`src/rtl/instr_fetch_ctrl_if.sv`:
```
// Fetch-side bundle of the instruction fetch controller.
//   run             : fetch enable
//   imem_address    : address to InstructionMemory (= PC)
//   imem_word       : combinational read data for imem_address
//   redirect        : 1-cycle branch/jump taken pulse
//   redirect_target : new PC, bits [1:0] ignored
//   instr_valid     : prefetch FIFO head valid
//   instr / instr_pc: head instruction and the address it came from
//   instr_ready     : decode accepts the head when instr_valid & instr_ready
//   halted          : controller sits in HALT
//   fetch_count     : words enqueued since reset, wraps at 2^32
// master = fetch controller, slave = memory/decode environment.
interface instr_fetch_ctrl_if;
    logic        run;
    logic [31:0] imem_address;
    logic [31:0] imem_word;
    logic        redirect;
    logic [31:0] redirect_target;
    logic        instr_valid;
    logic [31:0] instr;
    logic [31:0] instr_pc;
    logic        instr_ready;
    logic        halted;
    logic [31:0] fetch_count;

    modport master (
        input  run, imem_word, redirect, redirect_target, instr_ready,
        output imem_address, instr_valid, instr, instr_pc, halted, fetch_count
    );

    modport slave (
        output run, imem_word, redirect, redirect_target, instr_ready,
        input  imem_address, instr_valid, instr, instr_pc, halted, fetch_count
    );
endinterface

```
`src/rtl/instr_fetch_ctrl.sv`:
```
// Instruction fetch controller for the MIPS core. Owns the PC, addresses the
// combinational instruction memory, captures the returned word into a small
// prefetch FIFO and hands instructions to decode over valid/ready. Redirects
// flush the FIFO and reload the PC; reading HALT_WORD stops fetching until the
// next redirect.
// Ports:
//   clk  : clock, all state on the rising edge
//   rst  : asynchronous active-high reset
//   bus  : instr_fetch_ctrl_if.master (memory, redirect and decode signals)
module instr_fetch_ctrl #(
    parameter logic [31:0] RESET_PC  = 32'h0000_0000,
    parameter int          BUF_DEPTH = 2,
    parameter logic [31:0] HALT_WORD = 32'hFFFF_FFFF
) (
    input logic                clk,
    input logic                rst,
    instr_fetch_ctrl_if.master bus
);
    localparam int PTR_W = $clog2(BUF_DEPTH);
    localparam int CNT_W = PTR_W + 1;

    typedef enum logic [1:0] {
        IDLE  = 2'd0,
        FETCH = 2'd1,
        HALT  = 2'd2
    } state_t;

    typedef struct packed {
        logic [31:0] word;
        logic [31:0] pc;
    } entry_t;

    state_t           state, state_nxt;
    logic [31:0]      pc;
    logic [31:0]      fetch_count;
    logic [PTR_W-1:0] rd_ptr, wr_ptr;
    logic [CNT_W-1:0] count;
    entry_t           fifo_mem [BUF_DEPTH];

    logic not_empty, full, pop, capture, is_halt_word, push;

    assign not_empty    = (count != '0);
    assign full         = (count == CNT_W'(BUF_DEPTH));
    // A redirect flushes the FIFO, so a handshake in that cycle is discarded.
    assign pop          = not_empty && bus.instr_ready && !bus.redirect;
    // A pop frees a slot in the same cycle, so a full FIFO can still capture.
    assign capture      = (state == FETCH) && bus.run && !bus.redirect && (!full || pop);
    assign is_halt_word = (bus.imem_word == HALT_WORD);
    assign push         = capture && !is_halt_word;

    // NOTE: every signal assigned here gets its default first, so no path
    // leaves it unassigned and no latch is inferred.
    always_comb begin
        state_nxt = state;
        if (bus.redirect) begin
            if (state == HALT) state_nxt = FETCH;
        end else begin
            case (state)
                IDLE:    if (bus.run) state_nxt = FETCH;
                FETCH: begin
                    if (!bus.run)                        state_nxt = IDLE;
                    else if (capture && is_halt_word)    state_nxt = HALT;
                end
                HALT:    state_nxt = HALT;
                default: state_nxt = IDLE;
            endcase
        end
    end

    // NOTE: sequential state uses non-blocking assignments so every register
    // samples pre-edge values regardless of statement order.
    always_ff @(posedge clk or posedge rst) begin
        if (rst) begin
            state       <= IDLE;
            pc          <= RESET_PC;
            fetch_count <= '0;
        end else begin
            state <= state_nxt;
            if (bus.redirect) begin
                pc <= bus.redirect_target & ~32'd3;
            end else if (push) begin
                pc          <= pc + 32'd4;
                fetch_count <= fetch_count + 32'd1;
            end
        end
    end

    always_ff @(posedge clk or posedge rst) begin
        if (rst) begin
            rd_ptr <= '0;
            wr_ptr <= '0;
            count  <= '0;
        end else if (bus.redirect) begin
            rd_ptr <= '0;
            wr_ptr <= '0;
            count  <= '0;
        end else begin
            if (push) wr_ptr <= wr_ptr + PTR_W'(1);
            if (pop)  rd_ptr <= rd_ptr + PTR_W'(1);
            case ({push, pop})
                2'b10:   count <= count + CNT_W'(1);
                2'b01:   count <= count - CNT_W'(1);
                default: count <= count;
            endcase
        end
    end

    // NOTE: the storage array is not reset; an entry is only observed once the
    // occupancy count says it was written, and the outputs are masked when empty.
    always_ff @(posedge clk) begin
        if (push) fifo_mem[wr_ptr] <= '{word: bus.imem_word, pc: pc};
    end

    assign bus.imem_address = pc;
    assign bus.instr_valid  = not_empty;
    assign bus.instr        = not_empty ? fifo_mem[rd_ptr].word : '0;
    assign bus.instr_pc     = not_empty ? fifo_mem[rd_ptr].pc   : '0;
    assign bus.halted       = (state == HALT);
    assign bus.fetch_count  = fetch_count;
endmodule

```
`src/flat_wrapper.sv`:
```
// flat-port wrapper written by rule: the top's interface ports become plain ports
module instr_fetch_ctrl_flat 
#(
    parameter logic [31:0] RESET_PC  = 32'h0000_0000,
    parameter int          BUF_DEPTH = 2,
    parameter logic [31:0] HALT_WORD = 32'hFFFF_FFFF
)
  (clk, rst, bus_run, bus_imem_word, bus_redirect, bus_redirect_target, bus_instr_ready, bus_imem_address, bus_instr_valid, bus_instr, bus_instr_pc, bus_halted, bus_fetch_count);
  instr_fetch_ctrl_if bus_i ();
  input logic clk;
  input logic rst;
  input wire logic [$bits(bus_i.run)-1:0] bus_run;
  input wire logic [$bits(bus_i.imem_word)-1:0] bus_imem_word;
  input wire logic [$bits(bus_i.redirect)-1:0] bus_redirect;
  input wire logic [$bits(bus_i.redirect_target)-1:0] bus_redirect_target;
  input wire logic [$bits(bus_i.instr_ready)-1:0] bus_instr_ready;
  output wire logic [$bits(bus_i.imem_address)-1:0] bus_imem_address;
  output wire logic [$bits(bus_i.instr_valid)-1:0] bus_instr_valid;
  output wire logic [$bits(bus_i.instr)-1:0] bus_instr;
  output wire logic [$bits(bus_i.instr_pc)-1:0] bus_instr_pc;
  output wire logic [$bits(bus_i.halted)-1:0] bus_halted;
  output wire logic [$bits(bus_i.fetch_count)-1:0] bus_fetch_count;
  assign bus_i.run = bus_run;
  assign bus_i.imem_word = bus_imem_word;
  assign bus_i.redirect = bus_redirect;
  assign bus_i.redirect_target = bus_redirect_target;
  assign bus_i.instr_ready = bus_instr_ready;
  assign bus_imem_address = bus_i.imem_address;
  assign bus_instr_valid = bus_i.instr_valid;
  assign bus_instr = bus_i.instr;
  assign bus_instr_pc = bus_i.instr_pc;
  assign bus_halted = bus_i.halted;
  assign bus_fetch_count = bus_i.fetch_count;
  instr_fetch_ctrl #(.RESET_PC(RESET_PC), .BUF_DEPTH(BUF_DEPTH), .HALT_WORD(HALT_WORD)) u_core (.clk(clk), .rst(rst), .bus(bus_i));
endmodule
```
`config.mk`:
```
export PLATFORM = sky130hd
export DESIGN_NAME = instr_fetch_ctrl_flat
export DESIGN_NICKNAME = d
export VERILOG_FILES = /design/src/rtl/instr_fetch_ctrl_if.sv /design/src/rtl/instr_fetch_ctrl.sv /design/src/flat_wrapper.sv
export SDC_FILE = /design/constraint.sdc
export NUM_CORES = 1
export LEC_CHECK = 0
export BUFFER_PORTS_ARGS = -buffer_cell sky130_fd_sc_hd__buf_2
export CORE_AREA = 2 2 125 127
export CTS_CLUSTER_SIZE = 20
export DETAILED_ROUTE_END_ITERATION = 10
export DIE_AREA = 0 0 127 129
export PLACE_DENSITY_LB_ADDON = 0.12
export RECOVER_POWER = 50
export SLEW_MARGIN = 0
export SYNTH_ARGS = -nofsm -noshare
export SYNTH_HDL_FRONTEND = slang
export SYNTH_SLANG_ARGS = --single-unit
```
`constraint.sdc`:
```
create_clock -name clk -period 14.2 [get_ports clk]
set_clock_uncertainty 0.05 [all_clocks]
set_input_delay 2.13 -clock clk [delete_from_list [all_inputs] [get_ports clk]]
set_output_delay 2.13 -clock clk [all_outputs]
set_load 0.005 [all_outputs]
```
# --- Yosys cells after proc, flatten, opt, wreduce, memory -nomap -nowiden ---
# Memories as Yosys holds them, arrays and structs flattened.
# Index checks and enable logic that the tools add are counted.
classes:
  reduce_logical: 18
  n_mux: 18
  add_sub_neg: 6
  n_eq_ne: 9
  bitwise_logic: 1
ops:
  columns: ["cell", "n"]
  rows:
  - ["$mux W32", 4]
  - ["$add A32 B1 Y32 const B", 1]
  - ["$add A32 B3 Y32 const B", 1]
  - ["$eq A32 B32 Y1 const B", 1]
  - ["$mux W2", 6]
  - ["$logic_and A1 B1 Y1", 7]
  - ["$eq A2 B2 Y1 const B", 3]
  - ["$mux W1", 6]
  - ["$pmux W2 S3", 1]
  - ["$reduce_bool A2 Y1", 3]
  - ["$eq A2 B1 Y1 const B", 2]
  - ["$ne A4 B4 Y1 const B", 1]
  - ["$pmux W2 S2", 1]
  - ["$logic_not A1 Y1", 3]
  - ["$ne A3 B3 Y1 const B", 1]
  - ["$reduce_and A3 Y1", 1]
  - ["$reduce_bool A3 Y1", 1]
  - ["$add A1 B1 Y1 const B", 2]
  - ["$add A2 B1 Y2 const B", 1]
  - ["$logic_not A2 Y1", 1]
  - ["$ne A2 B1 Y1 const B", 1]
  - ["$reduce_and A2 Y1", 1]
  - ["$sub A2 B1 Y2 const B", 1]
  - ["$logic_or A1 B1 Y1", 1]
  - ["$not A1 Y1", 1]
totals:
  word_cells: 59
  reg_bits: 70
  inputBits: 69
  out_inout_bits: 130
  ram_bits: 128
  mem_count: 1
mem_list:
  columns: ["memory", "depth", "width", "rd", "rd_ports_with_merged_regs", "wr", "line_no", "text"]
  rows:
  - ["u_core.fifo_mem", 2, 64, 1, 0, 1, "instr_fetch_ctrl.sv:38", "entry_t fifo_mem [BUF_DEPTH];"]

# --- Logic depth before layout (Yosys ltp) ---
logic_depth:
  word_depth: 10
  ltp_mapped: 7
  mapped_depth_nobuf: 6

# --- Worst setup path before layout ---
# No wires, ideal clock.
synth_path:
  path_type: "input -> register"
  start: "input bus_redirect"
  end: "memory u_core.fifo_mem[0][10] in the netlist's numbering (enable)"
  cell_stages: 6
  setup_time_ns: 0.482
  n_path_buf: 2
  arrival_time_ns: 5.754
  t_required_ns: 13.668
  setup_slack_ns: 7.914
  cell_sequence: "and4bb_2 -> nand2_1 -> a21o_1 -> buf_2 -> buf_2 -> nor2_1"
synth_between:
  elab_chain_cells: 7
  word_cells_on_any_way: 8
  classes_between: "mux (2); reduce/logical (6)"
synth_lines:
  columns: ["element", "line_no", "text"]
  rows:
  - ["from (decl)", "flat_wrapper.sv:14", "input wire logic [$bits(bus_i.redirect)-1:0] bus_redirect;"]
  - ["$logic_not A1 Y1 (*)", "instr_fetch_ctrl.sv:45, instr_fetch_ctrl.sv:47", null]
  - ["$logic_and A1 B1 Y1", "instr_fetch_ctrl.sv:45", "assign pop = not_empty && bus.instr_ready && !bus.redirect;"]
  - ["$logic_or A1 B1 Y1", "instr_fetch_ctrl.sv:47", "assign capture = (state == FETCH) && bus.run && !bus.redirect && (!full || pop);"]
  - ["$logic_and A1 B1 Y1 (*)", "instr_fetch_ctrl.sv:47", null]
  - ["$logic_and A1 B1 Y1 (*)", "instr_fetch_ctrl.sv:49", "assign push = capture && !is_halt_word;"]
  - ["$mux W1 (*)", "instr_fetch_ctrl.sv:111", "if (push) fifo_mem[wr_ptr] <= '{word: bus.imem_word, pc: pc};"]
  - ["$mux W1 (not written as such) (*)", "instr_fetch_ctrl.sv:111", null]
  - ["to (decl)", "instr_fetch_ctrl.sv:38", null]
# Every way passes the cells marked *; elsewhere a longest branch is shown, timed or not.

# --- Worst setup path in the final report ---
layout_path:
  start: "input bus_redirect"
  end: "memory u_core.fifo_mem[0][16] in the netlist's numbering (enable)"
# The elaborated chain is that of the path after synthesis.

==> flow_metrics.tcl <==
set metrics [dict create \
    outcome "complete, but fails checks" \
    violations "max-capacitance violations, max-slew violations" \
    antenna_found_initial 2 \
    post_dp_cell_area_sq_um 9670 \
    area_growth_pct 19.3 \
    peakVddDrop_mv 0.0802 \
    design.die.area_sq_um 16400 \
    dieWidth_um 127 \
    hp-start "u_core.bus.fetch_count[31]" \
    hpwlAfterDp_um 13000 \
    syn_avg_cell_area_sq_um 12.7 \
    overflow 0 \
    fin_crit_sh_pct 41.2 \
    stdcell_count 1060 \
    final-setup-viol-count 0 \
    drv_slew 128 \
    fin_nets 929 \
    p_comb_share_pct 9.0 \
    switchingPower_uw 306 \
    timing_worst_setup_path_type "in -> reg" \
    max_slew_margin_pct -147 \
    num_vias 6098 \
    r2r_end "u_core.fifo_mem[0][16]" \
    cts-htree-levels 4 \
    crit_path_cell_trace "clkbuf_1 > and4bb_2 > nand2_1 > a21o_1 > buf_4 > nor2_4 > buf_4" \
    drive_gt1_share_pct 21.4 \
    synth.area.top_cells "edfxtp_1 (44%), dfrtp_1 (20%), mux2i_1 (8.8%)" \
    wirelength_um 19700 \
    routedWlPerCell_um 18.6 \
    synthFlopType "edfxtp_1" \
    yosys_warnings 0 \
    place_inst 1027 \
    cp_data_required_time_ns 14.22 \
    grtUsageTotal_pct 24.4 \
    async_flop_share_pct 35.4 \
    antenna_left 0 \
    synth_largest_area_cell "edfxtp_1" \
    rsz0062_at_grt "no" \
    worst_slack_ns 8.35 \
    ys_types 56 \
    finalPower_uw 1260 \
    grt_pass1_wl_um 30800 \
    place.gp.congestion 0.860 \
    arrival_ns 5.87 \
    cts_resized 0 \
    netlist_instances 671 \
    seq_area_frac_synth_pct 63.6 \
    ctsHoldBuffers 0 \
    cts_setup_buffers 0 \
    fin_area_sq_um 10200 \
    synth_top_cell_area_share_pct 43.6 \
    grt_pass1_vias 5988 \
    drt_drc_violations_left 0 \
    r2r_start "u_core.count[0]" \
    syn-cell-area_sq_um 8530 \
    intPower_uw 955 \
    synth-seq-cells 192 \
    dieHeight_um 129 \
    fin_crit_ns 5.85 \
    rr_worst_depth 6 \
    critPathTopFamily "buffers and inverters" \
    tns_ns 0 \
    max_stage_delay_ns 1.77 \
    coreArea_sq_um 15000 \
    path_clk_slew_ns 0.07 \
    power.switching_fraction_pct 24.2 \
    rrSetupSlack_ns 11.24 \
    holdPathEnd "u_core.bus.fetch_count[31]" \
    drtPass1Iterations 5 \
    power.leakage_uw 0.00395 \
    crit_fanout 62 \
    power_density_nw_per_um2 124 \
    ios 199 \
    start_util_pct 57.0 \
    fmax_mhz 171 \
    clk_path_buf_depth 2 \
    hold_path_depth 1 \
    routed_via_density 5.75 \
    worstSetupStartpointType "primary input" \
    pwr-share-seq_pct 53.0 \
    port_buffers 192 \
    synth-edff-count 124 \
    clkPwrFrac_pct 38.0 \
    cts.sinks 192 \
    dr.first_iter.drc_count 540 \
    rows 45 \
    startpoint "bus_redirect" \
    pre_cts_ws_ns 8.95 \
    grt_max_degree 69 \
    cts_buffers 17 \
    clk_latency_ns 0.43 \
    cp_num_buf_inv 3 \
    slowest_stage "clkbuf_1" \
    cts_tree "built" \
    critPathCaptureType "flip-flop" \
    finalHoldViolCount 0 \
    worstHoldPathType "reg -> reg" \
    tightest_slew_ns 3.71 \
    cts_root_buf "clkbuf_16" \
    path_common_cell "buf_4" \
    maxCapViolCount 2 \
]
power by group through the flow:
stage / registers (uW) / clock network (uW) / logic (uW)
6_report: 668 / 479 / 114
5_1_grt: 672 / 511 / 126
4_1_cts: 667 / 488 / 118
3_5_place_dp: 678 / 0 / 117
3_3_place_gp: 675 / 0 / 113
2_1_floorplan: 666 / 0 / 67.5
area by class of cell:
cell class                 count  area, sq um
multi-input combinational    429         2920
tap                          188          235
sequential                   192         5430
antenna                        1         2.50
fill                        1193         4800
clock inverter                14          164
inverter                      18         67.6
timing repair buffer         200          936
clock buffer                  18          429
metrics by stage:
stage                     util [%]  hold WS, ns
after floorplan                  -        0.418
after detailed placement      64.6        0.414
after global placement        64.6        0.407
after CTS                     68.5        0.428
final                         68.0        0.428
after global routing          68.0        0.457
worst reg2reg max path, delay by kind of cell, from the launching register on:
| family | cells | cell delay (ns) |
|---|---|---|
| buffers and inverters | 2 | 0.74 |
| DFF | 1 | 0.44 |
| and+or+nand+nor | 3 | 0.87 |
| AOI/OAI and AO/OA | 1 | 0.44 |
per-layer routing:
layer | vias up | part of all wire [%] | track usage [%]
li1 | 2871 | - | -
met1 | 3004 | 42 | 31.4
met2 | 194 | 50 | 41.0
met3 | 27 | 6.0 | 5.86
met4 | 2 | 1.5 | 8.53
met5 | - | 0.066 | 0
worst max path at each step:
stage	endpoint	depth (start not counted)
final	u_core.fifo_mem[0][16]	7
after global routing	u_core.rd_ptr	3
after CTS	u_core.fifo_mem[0][12]	7
after detailed placement	u_core.fifo_mem[0][15]	7
after global placement	u_core.fifo_mem[0][16]	7
after floorplan	u_core.fifo_mem[0][10]	6
sequential cells by signal (all words and copies together) (netlist names):
name                     count
u_core.bus.fetch_count      32
u_core.wr_ptr                1
u_core.bus.imem_address     30
u_core.state                 2
u_core.count                 2
u_core.rd_ptr                1
u_core.fifo_mem            124
cell usage after synthesis (all sizes together) (2+ instances only):
cell type  instances
a32o               2
a221o             11
or4                3
a21o               3
buf               13
xnor2             26
nor4              12
edfxtp           124
o211ai             6
and3               8
and4               7
xor2              10
o311ai             6
nand2             44
nor2              78
inv               18
a2111oi            2
ha                 2
o221ai             2
mux2               5
dfrtp             68
o21ai              8
nor3b              2
clkbuf            22
mux2i             75
o31a               3
nand3             34
nor3              20
a22oi              2
a21oi              3
nand4             29
and2               7
nor2b              2
cell families after synthesis:
logic type	synth area share, %
xor gates and xnor gates	3.70
AOI/OAI and AO/OA	5.60
and+or+nand+nor	14.7
buffers and inverters	2.64
other	0.0440
muxes	9.46
adders and majority gates	0.293
DFF	63.6
placed cells by master, fill, tap and decap left out, drive strengths merged, types with 3 or more instances in the layout:
| cell | n |
|---|---|
| dfrtp | 68 |
| and2 | 7 |
| inv | 20 |
| o21ai | 8 |
| a21oi | 3 |
| mux2i | 75 |
| o311ai | 6 |
| clkinvlp | 3 |
| nor4 | 12 |
| a221o | 11 |
| buf | 135 |
| nand4 | 29 |
| edfxtp | 124 |
| nor3 | 20 |
| and4 | 7 |
| or4 | 3 |
| o31a | 3 |
| clkbuf | 83 |
| o211ai | 6 |
| xnor2 | 26 |
| bufinv | 3 |
| nand3 | 34 |
| nor2 | 78 |
| and3 | 8 |
| nand2 | 44 |
| xor2 | 10 |
| conb | 4 |
| a21o | 3 |
| mux2 | 5 |
| clkinv | 6 |
(Power assumes the default switching activity.)
